### src/rtl/ceespu_writeback_if.sv
// Bundle of the decode, ALU, load and register-file write signals around the
// ceespu writeback unit. The master side drives results; the slave side is the writeback.
interface ceespu_writeback_if;
  logic        I_issue_valid;
  logic [4:0]  I_issue_rd;
  logic [4:0]  I_selA;
  logic [4:0]  I_selB;
  logic        O_busyA;
  logic        O_busyB;
  logic        I_alu_valid;
  logic [4:0]  I_alu_rd;
  logic [31:0] I_alu_data;
  logic        O_alu_ready;
  logic        I_ld_valid;
  logic [4:0]  I_ld_rd;
  logic [31:0] I_ld_data;
  logic        O_we;
  logic [4:0]  O_selD;
  logic [31:0] O_dataD;

  modport master (
    output I_issue_valid, I_issue_rd, I_selA, I_selB,
    output I_alu_valid, I_alu_rd, I_alu_data,
    output I_ld_valid, I_ld_rd, I_ld_data,
    input  O_busyA, O_busyB, O_alu_ready, O_we, O_selD, O_dataD
  );

  modport slave (
    input  I_issue_valid, I_issue_rd, I_selA, I_selB,
    input  I_alu_valid, I_alu_rd, I_alu_data,
    input  I_ld_valid, I_ld_rd, I_ld_data,
    output O_busyA, O_busyB, O_alu_ready, O_we, O_selD, O_dataD
  );
endinterface

### src/rtl/ceespu_writeback.sv
// Single register-file writer: merges loads and ALU results (via a 2-entry skid
// buffer) onto one write port and tracks pending destinations for decode stalls.
module ceespu_writeback (
  input  logic                   I_clk,
  input  logic                   I_rst_n,
  ceespu_writeback_if.slave      wb
);

  logic [31:0] buf_data_q [2];
  logic [4:0]  buf_rd_q   [2];
  logic        head_q, head_d;
  logic [1:0]  count_q, count_d;
  logic [31:0] sb_q, sb_d;
  logic        we_q, we_d;
  logic [4:0]  selD_q, selD_d;
  logic [31:0] dataD_q, dataD_d;

  logic        sel_valid;
  logic [4:0]  sel_rd;
  logic [31:0] sel_data;
  logic        pop, push, bypass, accept, tail;

  // Loads never stall, so they always win; buffered ALU results beat a new one.
  always_comb begin
    sel_valid = 1'b0;
    sel_rd    = 5'd0;
    sel_data  = 32'd0;
    pop       = 1'b0;
    bypass    = 1'b0;
    if (wb.I_ld_valid) begin
      sel_valid = 1'b1;
      sel_rd    = wb.I_ld_rd;
      sel_data  = wb.I_ld_data;
    end else if (count_q != 2'd0) begin
      sel_valid = 1'b1;
      sel_rd    = buf_rd_q[head_q];
      sel_data  = buf_data_q[head_q];
      pop       = 1'b1;
    end else if (wb.I_alu_valid) begin
      sel_valid = 1'b1;
      sel_rd    = wb.I_alu_rd;
      sel_data  = wb.I_alu_data;
      bypass    = 1'b1;
    end
  end

  assign wb.O_alu_ready = (count_q != 2'd2);
  assign accept         = wb.I_alu_valid && wb.O_alu_ready;
  assign push           = accept && !bypass;
  assign tail           = head_q ^ count_q[0];

  always_comb begin
    head_d  = pop ? ~head_q : head_q;
    count_d = count_q + {1'b0, push} - {1'b0, pop};
    we_d    = sel_valid && (sel_rd != 5'd0);
    selD_d  = sel_valid ? sel_rd   : selD_q;
    dataD_d = sel_valid ? sel_data : dataD_q;
    sb_d    = sb_q;
    if (we_q)
      sb_d[selD_q] = 1'b0;
    // A new issue on the same edge as the retiring write must leave the bit set.
    if (wb.I_issue_valid)
      sb_d[wb.I_issue_rd] = 1'b1;
    sb_d[0] = 1'b0;
  end

  always_ff @(posedge I_clk or negedge I_rst_n) begin
    if (!I_rst_n) begin
      head_q  <= 1'b0;
      count_q <= 2'd0;
      sb_q    <= 32'd0;
      we_q    <= 1'b0;
      selD_q  <= 5'd0;
      dataD_q <= 32'd0;
    end else begin
      head_q  <= head_d;
      count_q <= count_d;
      sb_q    <= sb_d;
      we_q    <= we_d;
      selD_q  <= selD_d;
      dataD_q <= dataD_d;
    end
  end

  always_ff @(posedge I_clk) begin
    if (push) begin
      buf_data_q[tail] <= wb.I_alu_data;
      buf_rd_q[tail]   <= wb.I_alu_rd;
    end
  end

  assign wb.O_busyA = sb_q[wb.I_selA];
  assign wb.O_busyB = sb_q[wb.I_selB];
  assign wb.O_we    = we_q;
  assign wb.O_selD  = selD_q;
  assign wb.O_dataD = dataD_q;

  // Decode stalls on a busy destination, so issuing to one is a decode bug.
  a_no_waw_issue: assert property (@(posedge I_clk) disable iff (!I_rst_n)
    !(wb.I_issue_valid && (wb.I_issue_rd != 5'd0) && sb_q[wb.I_issue_rd] &&
      !(we_q && (selD_q == wb.I_issue_rd))));

endmodule
### src/flat_wrapper.sv
// flat-port wrapper written by rule: the top's interface ports become plain ports
module ceespu_writeback_flat 
  (I_clk, I_rst_n, wb_I_issue_valid, wb_I_issue_rd, wb_I_selA, wb_I_selB, wb_I_alu_valid, wb_I_alu_rd, wb_I_alu_data, wb_I_ld_valid, wb_I_ld_rd, wb_I_ld_data, wb_O_busyA, wb_O_busyB, wb_O_alu_ready, wb_O_we, wb_O_selD, wb_O_dataD);
  ceespu_writeback_if wb_i ();
  input  logic I_clk;
  input  logic I_rst_n;
  input wire logic [$bits(wb_i.I_issue_valid)-1:0] wb_I_issue_valid;
  input wire logic [$bits(wb_i.I_issue_rd)-1:0] wb_I_issue_rd;
  input wire logic [$bits(wb_i.I_selA)-1:0] wb_I_selA;
  input wire logic [$bits(wb_i.I_selB)-1:0] wb_I_selB;
  input wire logic [$bits(wb_i.I_alu_valid)-1:0] wb_I_alu_valid;
  input wire logic [$bits(wb_i.I_alu_rd)-1:0] wb_I_alu_rd;
  input wire logic [$bits(wb_i.I_alu_data)-1:0] wb_I_alu_data;
  input wire logic [$bits(wb_i.I_ld_valid)-1:0] wb_I_ld_valid;
  input wire logic [$bits(wb_i.I_ld_rd)-1:0] wb_I_ld_rd;
  input wire logic [$bits(wb_i.I_ld_data)-1:0] wb_I_ld_data;
  output wire logic [$bits(wb_i.O_busyA)-1:0] wb_O_busyA;
  output wire logic [$bits(wb_i.O_busyB)-1:0] wb_O_busyB;
  output wire logic [$bits(wb_i.O_alu_ready)-1:0] wb_O_alu_ready;
  output wire logic [$bits(wb_i.O_we)-1:0] wb_O_we;
  output wire logic [$bits(wb_i.O_selD)-1:0] wb_O_selD;
  output wire logic [$bits(wb_i.O_dataD)-1:0] wb_O_dataD;
  assign wb_i.I_issue_valid = wb_I_issue_valid;
  assign wb_i.I_issue_rd = wb_I_issue_rd;
  assign wb_i.I_selA = wb_I_selA;
  assign wb_i.I_selB = wb_I_selB;
  assign wb_i.I_alu_valid = wb_I_alu_valid;
  assign wb_i.I_alu_rd = wb_I_alu_rd;
  assign wb_i.I_alu_data = wb_I_alu_data;
  assign wb_i.I_ld_valid = wb_I_ld_valid;
  assign wb_i.I_ld_rd = wb_I_ld_rd;
  assign wb_i.I_ld_data = wb_I_ld_data;
  assign wb_O_busyA = wb_i.O_busyA;
  assign wb_O_busyB = wb_i.O_busyB;
  assign wb_O_alu_ready = wb_i.O_alu_ready;
  assign wb_O_we = wb_i.O_we;
  assign wb_O_selD = wb_i.O_selD;
  assign wb_O_dataD = wb_i.O_dataD;
  ceespu_writeback u_core (.I_clk(I_clk), .I_rst_n(I_rst_n), .wb(wb_i));
endmodule
### config.mk
export PLATFORM = sky130hd
export DESIGN_NAME = ceespu_writeback_flat
export DESIGN_NICKNAME = d
export VERILOG_FILES = /design/src/rtl/ceespu_writeback_if.sv /design/src/rtl/ceespu_writeback.sv /design/src/flat_wrapper.sv
export SDC_FILE = /design/constraint.sdc
export NUM_CORES = 1
export LEC_CHECK = 0
export CAP_MARGIN = 30
export CORE_MARGIN = 2
export CORE_UTILIZATION = 55
export DETAILED_ROUTE_END_ITERATION = 8
export PLACE_DENSITY = 0.91
export SYNTH_ARGS = -nofsm -noshare
export SYNTH_HDL_FRONTEND = slang
export SYNTH_SLANG_ARGS = --single-unit
### constraint.sdc
create_clock -name I_clk -period 4.5 [get_ports I_clk]
set_input_delay 0.675 -clock I_clk [delete_from_list [all_inputs] [get_ports I_clk]]
set_output_delay 0.675 -clock I_clk [all_outputs]
set_load 0.01 [all_outputs]
==> impl_metrics.env <==
export IMPL_finalWirelength_um=17400
export IMPL_core_region_area_mm2=0.0119
export IMPL_synth_enable_flop_cells=74
export IMPL_timing_worst_slew_pin_value_ns=1.04
export IMPL_drtAntennaViolNets=0
export IMPL_floorplan_die_width_um=114
export IMPL_worst_hold_slack_ns=0.152
export IMPL_syn_nets=647
export IMPL_antenna_found_initial=0
export IMPL_p_int_w=0.00358
export IMPL_netlist_instances=551
export IMPL_num_vias=5200
export IMPL_worstHoldPathType="in -> async"
export IMPL_critical_path_reg2reg_startpoint="u_core.count_q[0]"
export IMPL_startpoint_type="input pin"
export IMPL_slew_viol_final=0
export IMPL_grt_max_degree=69
export IMPL_run_status="complete, no violations"
export IMPL_timing_critical_path_slowest_cell_delay_ns=0.67
export IMPL_number_of_unique_standard_cell_types_used_by_synthesis=37
export IMPL_final_setup_skew_ns=0.00975
export IMPL_yosysWarnings=0
export IMPL_reg2reg_slack_ns=2.09
export IMPL_firstDrtPassIters=5
export IMPL_die_area_mm2=0.0130
export IMPL_crit_required_ns=3.83
export IMPL_place_detailed_hpwl_um=11600
export IMPL_worst_r2r_endpoint="u_core.wb.O_dataD[3]"
export IMPL_fin_ws_ns=1.02
export IMPL_fp_dieH_um=114
export IMPL_critPathArrivalTime_ns=2.81
export IMPL_route_detailed_wl_per_inst_um=20.7
export IMPL_crit_type="in -> out"
export IMPL_grt_pass1_vias=5420
export IMPL_clock_sinks=146
export IMPL_core_rowCount=40
export IMPL_port_buffers=134
export IMPL_fin_cells=838
export IMPL_grt_pass1_wl_um=27500
export IMPL_total_power_w=0.00542
export IMPL_cts_buffers=17
export IMPL_route_detailed_drc=0
export IMPL_syn2layout_area_growth_pct=30.3
export IMPL_timing_critical_path_cells="clkdlybuf4s50_1, mux4_2, nand2b_1, o2111ai_1, nand4_1, clkdlybuf4s50_1"
export IMPL_fin_crit_sh_pct=77.3
export IMPL_clk_insertion_delay_late_ns=0.42
export IMPL_grt_total_usage_pct=27.6
export IMPL_grt_overflow_total=0
export IMPL_floorplan_initialDensity_pct=55.8
export IMPL_timing_slew_headroom_pct=30.4
export IMPL_worst_r2r_path_depth=5
export IMPL_grt_setup_unrepaired="no"
export IMPL_routabilityCongestion=0.837
export IMPL_drt_iter0_drc=410
export IMPL_synthesis_area_mm2=0.00665
export IMPL_final_nets=774
export IMPL_postSynth_topFlopCell="sky130_fd_sc_hd__edfxtp_1"
export IMPL_cts_hold_repair_buffers=0
export IMPL_min_period_ns=3.48
export IMPL_ir_drop_v=0.000390
export IMPL_number_of_ports_placed_on_the_die_boundary=135
export IMPL_setup_tns_ns=0
export IMPL_clkSlewWorstSetupHoldPaths_ns=0.06
export IMPL_vias_per_cell=6.21
export IMPL_switching_share_pct=33.9
export IMPL_cts_htree_levels=4
export IMPL_p_switching_w=0.00183
export IMPL_post_cts_setup_buffers=0
export IMPL_cts_repair_resize_count=0
export IMPL_timing_final_hold_violations=0
export IMPL_cellPowerDensity_mw_per_mm2=625
export IMPL_drv_max_cap_violation_count=0
export IMPL_power_combinational_fraction_pct=33.3
export IMPL_critPathMostFrequentCell="sky130_fd_sc_hd__clkdlybuf4s50_1"
export IMPL_clock_path_buffers=2
export IMPL_cp_slowest_cell="sky130_fd_sc_hd__clkdlybuf4s50_1"
export IMPL_postSynth_asyncResetShare_pct=49.3
export IMPL_p_leak_nw=3.30
export IMPL_crit_path_max_fo=7
export IMPL_postSynthAreaPerCell_um2=12.1
export IMPL_finalSetupViolCount=0
export IMPL_number_of_antenna_diodes=0
export IMPL_synth_sequential_area_ratio_pct=60.5
export IMPL_root_buffer="sky130_fd_sc_hd__clkbuf_16"
export IMPL_place_ws_ns=1.02
export IMPL_max_clock_freq_mhz=287
export IMPL_setup_worst_path_end_class="output pin"
export IMPL_ys_seq_elements=146
export IMPL_cts_tree="yes"
export IMPL_seq_power_share_pct=41.4
export IMPL_drive_gt1_share_pct=8.39
export IMPL_placedCellCount=805
export IMPL_share_clk_of_total_power_pct=25.3
## critical path, delay by kind of cell
| kind | cells | cell delay (ns) |
|---|---|---|
| AO/OA/AOI/OAI | 1 | 0.13 |
| buffers and inverters | 2 | 1.17 |
| multiplexers | 1 | 0.54 |
| AND/OR/NAND/NOR | 2 | 0.29 |
## power by group through the flow
stage               sequential [W]  clock (W)  combinational, W
CTS                        0.00223    0.00137           0.00181
detailed placement         0.00224          0           0.00178
global placement           0.00222          0           0.00169
floorplan                  0.00219          0           0.00108
global route               0.00229    0.00143           0.00197
finish                     0.00224    0.00137           0.00180
## routing by layer
layer	GRT usage [%]	part of all wire [%]	wire length [µm]
met4	10.7	1.6	272
met5	0	0	0
met2	47.2	51	8890
met3	8.61	9.1	1590
met1	32.7	38	6610
## how the worst max path moves through the flow
stage / cells after the start / from / slack [ns] / end
3_5_place_dp: 6 / wb_I_selA[0] / 1.02 / wb_O_busyA
6_report: 6 / wb_I_selA[0] / 1.02 / wb_O_busyA
2_1_floorplan: 4 / wb_I_alu_valid / 1.25 / u_core.buf_data_q[1][0]
5_1_grt: 6 / wb_I_selA[0] / 0.89 / wb_O_busyA
4_1_cts: 6 / wb_I_selA[0] / 1.01 / wb_O_busyA
3_3_place_gp: 6 / wb_I_selA[0] / 1.04 / wb_O_busyA
## synthesized netlist by cell type (all sizes together) (9+ instances only)
cell type | count | area, µm²
edfxtp | 74 | 2220
o21ai | 98 | 490
a21oi | 9 | 45.0
clkbuf | 15 | 56.3
a22oi | 34 | 255
nand3b | 10 | 75.1
a31oi | 29 | 181
nand3 | 12 | 60.1
dfrtp | 72 | 1800
mux2i | 55 | 551
buf | 20 | 130
nand2 | 19 | 71.3
nor2 | 45 | 171
## area by class of cell
type,instances,area (µm²)
Clock inverter,6,40.0
Clock buffer,26,542
Timing Repair Buffer,143,1420
Fill cell,773,3240
Sequential cell,146,4030
Multi-Input combinational cell,364,2430
Tap cell,147,184
Inverter,6,22.5
## stage by stage
step                      utilization [%]  instance area (µm²)
after floorplan                         -                 6650
after global placement               67.5                 8050
after detailed placement             67.7                 8070
after CTS                            72.6                 8650
after global routing                 72.8                 8670
final                                72.8                 8670
## cells in the final DEF (no fill, tap or decap), types with 5 or more instances in the layout
| cell type | count |
|---|---|
| sky130_fd_sc_hd__a21oi_1 | 9 |
| sky130_fd_sc_hd__a22oi_1 | 34 |
| sky130_fd_sc_hd__a31oi_1 | 29 |
| sky130_fd_sc_hd__buf_4 | 7 |
| sky130_fd_sc_hd__clkbuf_16 | 19 |
| sky130_fd_sc_hd__clkdlybuf4s50_1 | 132 |
| sky130_fd_sc_hd__dfrtp_1 | 71 |
| sky130_fd_sc_hd__edfxtp_1 | 74 |
| sky130_fd_sc_hd__inv_1 | 6 |
| sky130_fd_sc_hd__mux2i_1 | 55 |
| sky130_fd_sc_hd__mux4_2 | 6 |
| sky130_fd_sc_hd__nand2_1 | 19 |
| sky130_fd_sc_hd__nand2b_1 | 6 |
| sky130_fd_sc_hd__nand3_1 | 12 |
| sky130_fd_sc_hd__nand3b_1 | 10 |
| sky130_fd_sc_hd__nor2_1 | 43 |
| sky130_fd_sc_hd__o21ai_0 | 94 |
| sky130_fd_sc_hd__or3b_2 | 5 |
## cells by family after synthesis
kind of cell	Yosys count	synth area share, %
AND/OR/NAND/NOR	111	8.52
AO/OA/AOI/OAI	183	16.1
buffers and inverters	41	3.14
adder cells (fa/ha/maj)	2	0.376
multiplexers	64	10.8
flip-flops	146	60.5
XOR/XNOR	4	0.527
## sequential cells by signal (all words and copies together) (netlist names)
signal             cells
u_core.wb.O_dataD     32
u_core.head_q          1
u_core.sb_q           31
u_core.wb.O_we         1
u_core.buf_rd_q       10
u_core.count_q         2
u_core.wb.O_selD       5
u_core.buf_data_q     64
Note: power is estimated with default switching activity, not from simulation.
